--- config.mk ---
export PLATFORM = sky130hd
export DESIGN_NAME = sys_ctrl
export DESIGN_NICKNAME = d
export VERILOG_FILES = /design/src/rtl/sys_ctrl.sv
export SDC_FILE = /design/constraint.sdc
export NUM_CORES = 1
export LEC_CHECK = 0
export ABC_CLOCK_PERIOD_IN_PS = 5500
export BUFFER_PORTS_ARGS = -buffer_cell sky130_fd_sc_hd__buf_2
export CAP_MARGIN = 20
export CORE_ASPECT_RATIO = 1.25
export CORE_MARGIN = 10
export CORE_UTILIZATION = 63
export CTS_CLUSTER_SIZE = 14
export DETAILED_ROUTE_END_ITERATION = 10
export GPL_TIMING_DRIVEN = 0
export PLACE_DENSITY_LB_ADDON = 0.08
export SLEW_MARGIN = 20
export SYNTH_ARGS = -nofsm -noshare
export SYNTH_HDL_FRONTEND = slang
export SYNTH_SLANG_ARGS = --single-unit
--- constraint.sdc ---
create_clock -name i_clk -period 5.5 [get_ports i_clk]
set_input_delay 0.55 -clock i_clk [delete_from_list [all_inputs] [get_ports i_clk]]
set_output_delay 0.55 -clock i_clk [all_outputs]
set_load 0.01 [all_outputs]
--- src/rtl/sys_ctrl.sv ---
// System-control bus slave: 64-bit cycle counter, scratch register and a pass/fail exit code
// whose shutdown command raises o_shutdown after a drain delay.
module sys_ctrl #(
  parameter int unsigned ADDR_W       = 4,
  parameter int unsigned DRAIN_CYCLES = 16,
  parameter int unsigned CNT_W        = 8
) (
  input  logic              i_clk,
  input  logic              i_reset_n,
  input  logic              i_stb,
  input  logic              i_we,
  input  logic [ADDR_W-1:0] i_addr,
  input  logic [31:0]       i_wdata,
  input  logic [3:0]        i_sel,
  output logic              o_ack,
  output logic [31:0]       o_rdata,
  output logic              o_shutdown,
  output logic [15:0]       o_exit_code
);

  localparam int unsigned IdxW = ADDR_W - 2;
  localparam logic [IdxW-1:0]  IdxCtrl    = IdxW'(0);
  localparam logic [IdxW-1:0]  IdxMtimeL  = IdxW'(1);
  localparam logic [IdxW-1:0]  IdxMtimeH  = IdxW'(2);
  localparam logic [IdxW-1:0]  IdxScratch = IdxW'(3);
  localparam logic [CNT_W-1:0] DrainLoad  = CNT_W'(DRAIN_CYCLES - 1);

  typedef enum logic [1:0] {StRun, StDrain, StHalt} state_e;

  state_e            state_q, state_d;
  logic [CNT_W-1:0]  cnt_q, cnt_d;
  logic              ack_q;
  logic [31:0]       rdata_q, rdata_d;
  logic [63:0]       mtime_q;
  logic [31:0]       mtime_hi_q;
  logic [31:0]       scratch_q, scratch_d;
  logic [15:0]       exit_code_q, exit_code_d;

  logic              acc, rd_acc, wr_acc;
  logic [IdxW-1:0]   idx;
  logic              cmd_pass, cmd_fail, cmd_valid;
  logic              cmd_en, shutdown;

  // A request seen during its own ack cycle is the master still holding stb; ignore it.
  assign acc       = i_stb & ~ack_q;
  assign rd_acc    = acc & ~i_we;
  assign wr_acc    = acc & i_we;
  assign idx       = i_addr[ADDR_W-1:2];
  assign cmd_pass  = (i_wdata[15:0] == 16'h5555);
  assign cmd_fail  = (i_wdata[15:0] == 16'h3333);
  assign cmd_valid = wr_acc && (idx == IdxCtrl) && (i_sel == 4'hF) && (cmd_pass || cmd_fail);

  // FSM state register
  always_ff @(posedge i_clk or negedge i_reset_n) begin
    if (!i_reset_n) begin
      state_q <= StRun;
      cnt_q   <= '0;
    end else begin
      state_q <= state_d;
      cnt_q   <= cnt_d;
    end
  end

  // FSM next state
  always_comb begin
    state_d = state_q;
    cnt_d   = cnt_q;
    unique case (state_q)
      StRun: begin
        if (cmd_en) begin
          state_d = StDrain;
          cnt_d   = DrainLoad;
        end
      end
      StDrain: begin
        if (cnt_q == '0) begin
          state_d = StHalt;
        end else begin
          cnt_d = cnt_q - 1'b1;
        end
      end
      StHalt:  state_d = StHalt;
      default: state_d = StRun;
    endcase
  end

  // FSM outputs: only the first command taken in RUN counts
  always_comb begin
    shutdown = (state_q == StHalt);
    cmd_en   = (state_q == StRun) && cmd_valid;
  end

  always_comb begin
    rdata_d = '0;
    if (rd_acc) begin
      if (idx == IdxCtrl) begin
        rdata_d = {15'b0, shutdown, exit_code_q};
      end else if (idx == IdxMtimeL) begin
        rdata_d = mtime_q[31:0];
      end else if (idx == IdxMtimeH) begin
        rdata_d = mtime_hi_q;
      end else if (idx == IdxScratch) begin
        rdata_d = scratch_q;
      end
    end
  end

  always_comb begin
    scratch_d = scratch_q;
    if (wr_acc && (idx == IdxScratch)) begin
      for (int b = 0; b < 4; b++) begin
        if (i_sel[b]) begin
          scratch_d[8*b +: 8] = i_wdata[8*b +: 8];
        end
      end
    end
  end

  always_comb begin
    exit_code_d = exit_code_q;
    if (cmd_en) begin
      exit_code_d = cmd_pass ? 16'h0000 : i_wdata[31:16];
    end
  end

  always_ff @(posedge i_clk or negedge i_reset_n) begin
    if (!i_reset_n) begin
      ack_q       <= 1'b0;
      rdata_q     <= '0;
      mtime_q     <= '0;
      mtime_hi_q  <= '0;
      scratch_q   <= '0;
      exit_code_q <= '0;
    end else begin
      ack_q       <= acc;
      rdata_q     <= rdata_d;
      mtime_q     <= mtime_q + 64'd1;
      scratch_q   <= scratch_d;
      exit_code_q <= exit_code_d;
      // High word is snapshotted with the low word so a two-read 64-bit access is atomic.
      if (rd_acc && (idx == IdxMtimeL)) begin
        mtime_hi_q <= mtime_q[63:32];
      end
    end
  end

  assign o_ack       = ack_q;
  assign o_rdata     = rdata_q;
  assign o_shutdown  = shutdown;
  assign o_exit_code = exit_code_q;

endmodule

# After elaboration in Yosys (flattened, before gate mapping)
# Index checks and enable logic that the tools add are counted.
# Widths: inputs -> output; s select.
dict set report totals {
  latch_bits 0
  ramBits 0
  rom_bits 0
  ff_bits 187
  input_bits 44
  n_memories 0
}
dict set report classes {
  div 0
  n_lt_le_gt_ge 0
  multipliers 0
  n_reduce_logical 17
  eq_ne 11
  n_bitwise 5
  n_mux 12
  n_addsub 2
  shift 0
}
# cell n
set op_table {}
lappend op_table {{$mux 32} 5}
lappend op_table {{$add 64x1->64 const B} 1}
lappend op_table {{$eq 16x14->1 const B} 1}
lappend op_table {{$eq 16x15->1 const B} 1}
lappend op_table {{$mux 16} 1}
lappend op_table {{$mux 8} 2}
lappend op_table {{$pmux 8 s2} 1}
lappend op_table {{$reduce_and 2->1} 5}
lappend op_table {{$logic_not 8->1} 1}
lappend op_table {{$sub 8x1->8 const B} 1}
lappend op_table {{$eq 2x2->1 const B} 3}
lappend op_table {{$logic_and 1x1->1} 6}
lappend op_table {{$ne 2x2->1 const B} 3}
lappend op_table {{$pmux 2 s3} 1}
lappend op_table {{$eq 2x1->1 const B} 2}
lappend op_table {{$eq 4x4->1 const B} 1}
lappend op_table {{$logic_not 2->1} 2}
lappend op_table {{$mux 2} 2}
lappend op_table {{$and 1x1->1} 3}
lappend op_table {{$reduce_and 3->1} 1}
lappend op_table {{$not 1->1} 2}
lappend op_table {{$reduce_bool 2->1} 1}
lappend op_table {{$logic_or 1x1->1} 1}

# Longest topological paths before layout
dict set report logic_depth {
  depth_word 9
  ltp_mapped 7
  ltp_nobuf 7
}

# Worst setup path before layout
# Ideal clock, no wire load.
dict set report synth_path {
  path_kind {in2reg}
  from {input i_wdata[11]}
  to {register state_q[1]}
  arrival_ns 2.034
  path_slack_ns 3.338
  required_time_ns 5.372
  n_path_buf 1
  path_stages 6
  setup_ns 0.128
  cell_sequence {or4bb_1 nor3_2 o211ai_1 buf_2 a21oi_1 mux2_1}
}
dict set report synth_between {
  elab_chain_cells 6
}
# item line
set synth_rtl {}
lappend synth_rtl {{from (decl)} 13} ;# input logic [31:0] i_wdata,
lappend synth_rtl {{$eq 16x15->1 or $eq 16x14->1 (tied branches)} {49, 50}}
lappend synth_rtl {{$logic_or 1x1->1 *} 51} ;# assign cmd_valid = wr_acc && (idx == IdxCtrl) && (i_sel == 4'hF) && (cmd_pass || cmd_fail);
lappend synth_rtl {{$logic_and 1x1->1 *} 51}
lappend synth_rtl {{$logic_and 1x1->1 *} 90} ;# cmd_en = (state_q == StRun) && cmd_valid;
lappend synth_rtl {{$ne 2x2->1 (no source line) *} --}
lappend synth_rtl {{$reduce_and 2->1 (no source line) *} --}
lappend synth_rtl {{to (signal assigned)} 56} ;# state_q <= StRun;
lappend synth_rtl {{to (signal assigned)} 59} ;# state_q <= state_d;
lappend synth_rtl {{to (decl)} 30} ;# state_e state_q, state_d;
# Mark *: on every way between the ends. The rest lies on a longest branch, timed or not.
# A chain may end at the register's enable or synchronous reset.

# Final worst setup path
dict set report layout_path {
  from {register mtime_q[0]}
  to {register mtime_q[56]}
}
dict set report layout_between {
  elab_chain_cells 1
}
# item line
set layout_rtl {}
lappend layout_rtl {{from (decl)} 34} ;# logic [63:0] mtime_q;
lappend layout_rtl {{from (signal assigned)} 137} ;# mtime_q <= mtime_q + 64'd1;
lappend layout_rtl {{$add 64x1->64} 137}
# Every way passes these cells.

==> flow_summary.rst <==
.. list-table::
   :header-rows: 1

   * - Metric
     - Value
   * - Run status
     - complete, no violations
   * - Most common library cell in the layout ignoring fill and taps
     - dfrtp_1
   * - Inserted Clock Buffers
     - 17
   * - Post-CTS setup-driven buffer insertion count
     - 0
   * - Arrival @ worst endpoint
     - 2.58 ns
   * - Area of the die
     - 18380 um^2
   * - Gate Count Post-Synth
     - 704
   * - Final Critical Period
     - 2.219 ns
   * - Maximum number of pins on one net before global-route repair
     - 77
   * - Clock tree buffer depth
     - 2
   * - Max frequency
     - 450.6 MHz
   * - Starting DRT DRC Count
     - 470
   * - Worst Path Max Fanout
     - 6
   * - Total standard cell area after synthesis
     - 8398 um^2
   * - Fillers
     - 915
   * - Async SR Flop Fraction
     - 100.0%
   * - Leakage power figure
     - 4.709 nW
   * - Worst EP required
     - 5.86 ns
   * - Worst Setup Start Kind
     - flop
   * - Total routed wirelength
     - 20700 um
   * - Number of distinct library cells after synthesis
     - 49
   * - Post-detailed-placement half-perimeter wirelength
     - 15340 um
   * - Starting Density
     - 63.75%
   * - Antenna violations before repair
     - 0
   * - Flop-to-flop setup slack
     - 3.28 ns
   * - GR Overflow Total
     - 0
   * - CTS H-tree lvls
     - 4
   * - Slowest CP cell
     - dfrtp_1
   * - Crit path buf inv count
     - 0
   * - CORE AREA
     - 13170 um^2
   * - Synthesized area per cell
     - 11.93 um^2
   * - Number of detailed-route iterations in the first pass
     - 7
   * - Height of the die
     - 149.1 um
   * - CTS clock-pin slew for the worst setup and hold paths
     - 0.07 ns
   * - Wire per inst
     - 20.75 um
   * - Unrepaired setup endpoints after global routing
     - no
   * - Startpoint-to-endpoint class of the critical path
     - reg2reg
   * - Cell depth of the worst flop-to-flop path
     - 6
   * - Setup crit end kind
     - flop
   * - Dominant delay contributor by cell family on the critical path
     - simple AND/OR/NAND/NOR gates
   * - Count of antenna-violating nets left after detailed routing
     - 0
   * - Number of enable flip-flop cells after synthesis
     - 0
   * - Die Width
     - 123.3 um
   * - Worst R2R End
     - mtime_q[56]
   * - Total Negative Setup Slacks
     - 0 ns
   * - Final standard cell utilization of the core
     - 74.03%
   * - Startpoint of the worst register-to-register path
     - mtime_q[0]
   * - Transition time at the pin with the least slew margin
     - 0.8291 ns
   * - Number of inserted diodes
     - 0
   * - CTS resizes
     - 0
   * - Layout Nets
     - 864
   * - Fraction of layout cells with a size suffix above 1
     - 27.33%
   * - Multi-input logic area
     - 3551 um^2
   * - Area added between synthesis and finish
     - 16.12%
   * - Most Frequent Cell on Critical Path
     - nand4_1
   * - Maximum cell stage delay along the critical path
     - 0.46 ns
   * - Combined global-route utilization of all metal layers
     - 23.37%
   * - Total area of sequential cells
     - 4679 um^2
   * - Synth Warn #
     - 0
   * - Global-route wire length before repair
     - 33030 um
   * - Proportion of synthesized chip area in sequential cells
     - 55.72%
   * - Post-synthesis net count
     - 754
   * - Clk_skew
     - 0.009179 ns
   * - CTS tree
     - yes
   * - Port buffer count
     - 89
   * - Register bit total from synthesis
     - 187
   * - Final number of max-transition violations
     - 0
   * - Clock sinks
     - 187
   * - Worst slew slack as a fraction of its limit
     - 44.53%
   * - Peak supply drop
     - 0.2477 mV
   * - Most frequent cells in the layout
     - 187 x dfrtp_1, 95 x buf_2, 75 x nand2_1
   * - Clock root buffer master
     - clkbuf_16
   * - Remaining DRCs
     - 0
   * - Total vias in the final route
     - 5997
   * - Max-cap check violation count
     - 0
   * - Number of top-level pins
     - 94
   * - Pwr/cell area
     - 302.3 nW/um^2
   * - Number of buffers inserted for hold repair after clock tree synthesis
     - 0
   * - Final count of negative-setup-slack endpoints
     - 0
   * - Class of the worst hold path
     - in2async
   * - Clock Latency Late Sink
     - 0.44 ns
   * - Cell breakdown of the critical path
     - ha_1, nand4_1, nor4_1, nand4_1, nor3_1, xor2_1
   * - Top_reg_cell synth
     - dfrtp_1
   * - DR vias/cell
     - 6.009
   * - Number of cell rows
     - 47
   * - Final weighted congestion in routability-driven placement
     - 0.9419
   * - Number of cells on the critical path
     - 6
   * - Final worst-path cycle share
     - 40.35%
   * - Hold violation count in the final report
     - 0
   * - Via count of the first global-routing pass
     - 6136
[cell type report]
| cell class | instances | area share (%) |
|---|---|---|
| inverter | 15 | 0.5774 |
| timing repair buffer | 91 | 5.235 |
| clock buffer | 20 | 4.786 |
| multi-input combinational | 475 | 36.41 |
| sequential | 187 | 47.99 |
| clock inverter | 12 | 1.668 |
| tap | 171 | 2.194 |
| buffer | 27 | 1.142 |
[registers in the layout (all words and copies together) (netlist names)]
signal / count
mtime_hi_q: 32
o_exit_code: 16
o_ack: 1
state_q: 2
mtime_q: 64
cnt_q: 8
o_rdata: 32
scratch_q: 32
[through the flow]
| stage | hold WS (ns) | total power [mW] | worst slack [ns] | cell area (um^2) | std cells |
|---|---|---|---|---|---|
| detailed placement | 0.4544 | 1.690 | 3.018 | 9123 | 966 |
| floorplan | 0.2544 | 1.593 | 3.338 | 8398 | 704 |
| global route | 0.01938 | 3.048 | 3.120 | 9752 | 998 |
| global placement | 0.4528 | 1.674 | 1.083 | 9057 | 964 |
| finish | 0.005005 | 2.948 | 3.281 | 9752 | 998 |
| CTS | 0.01944 | 2.959 | 3.308 | 9752 | 998 |
[metal layers]
| layer | GRT usage [%] | wire length (um) | up-vias |
|---|---|---|---|
| met5 | 0 | 0 | - |
| met4 | 9.277 | 707 | 0 |
| met3 | 5.871 | 1720 | 41 |
| met2 | 37.57 | 9998 | 250 |
| met1 | 29.66 | 8279 | 3000 |
| li1 | - | - | 2706 |
[kinds of logic (layout without fill, tap and decap cells)]
kind of cell / count (synthesis) / count (layout) / share of synthesized area [%]
AOI/OAI and AO/OA: 64 / 64 / 4.947
buffers and inverters: 42 / 165 / 1.996
and+or+nand+nor: 254 / 254 / 15.76
adders and majority gates: 6 / 6 / 0.8939
DFF: 187 / 187 / 55.72
muxes: 89 / 89 / 14.21
xor gates and xnor gates: 62 / 62 / 6.466
[synthesized netlist by cell type (all sizes together) (9+ instances only)]
master	instances	area share (%)
a22oi	15	1.3
nand2	75	3.4
xor2	28	2.9
nand3	28	1.7
and3	9	0.67
inv	15	0.67
dfrtp	187	56
o21ai	26	1.5
nor2	52	2.3
mux4	17	4.6
nor3	14	1.0
nand4	24	1.9
clkbuf	19	0.86
mux2	72	9.7
nor2b	19	1.4
xnor2	34	3.5
[worst max path at each step]
| stage | start | end | slack [ns] |
|---|---|---|---|
| 2_1_floorplan | i_wdata[11] | state_q[1] | 3.34 |
| 3_3_place_gp | i_reset_n | mtime_hi_q[22] | 1.08 |
| 3_5_place_dp | i_wdata[3] | state_q[1] | 3.02 |
| 4_1_cts | mtime_q[0] | mtime_q[56] | 3.31 |
| 5_1_grt | mtime_q[0] | mtime_q[46] | 3.12 |
| 6_report | mtime_q[0] | mtime_q[56] | 3.28 |
[report_power, final]
group	total (mW)	internal, mW	leakage [nW]	switching (mW)
sequential	1.47	1.44	2.52	0.0383
clock	1.28	0.756	0.303	0.524
combinational	0.194	0.0981	1.88	0.0956
total	2.95	2.29	4.71	0.658
Note: power is estimated with default switching activity, not from simulation.
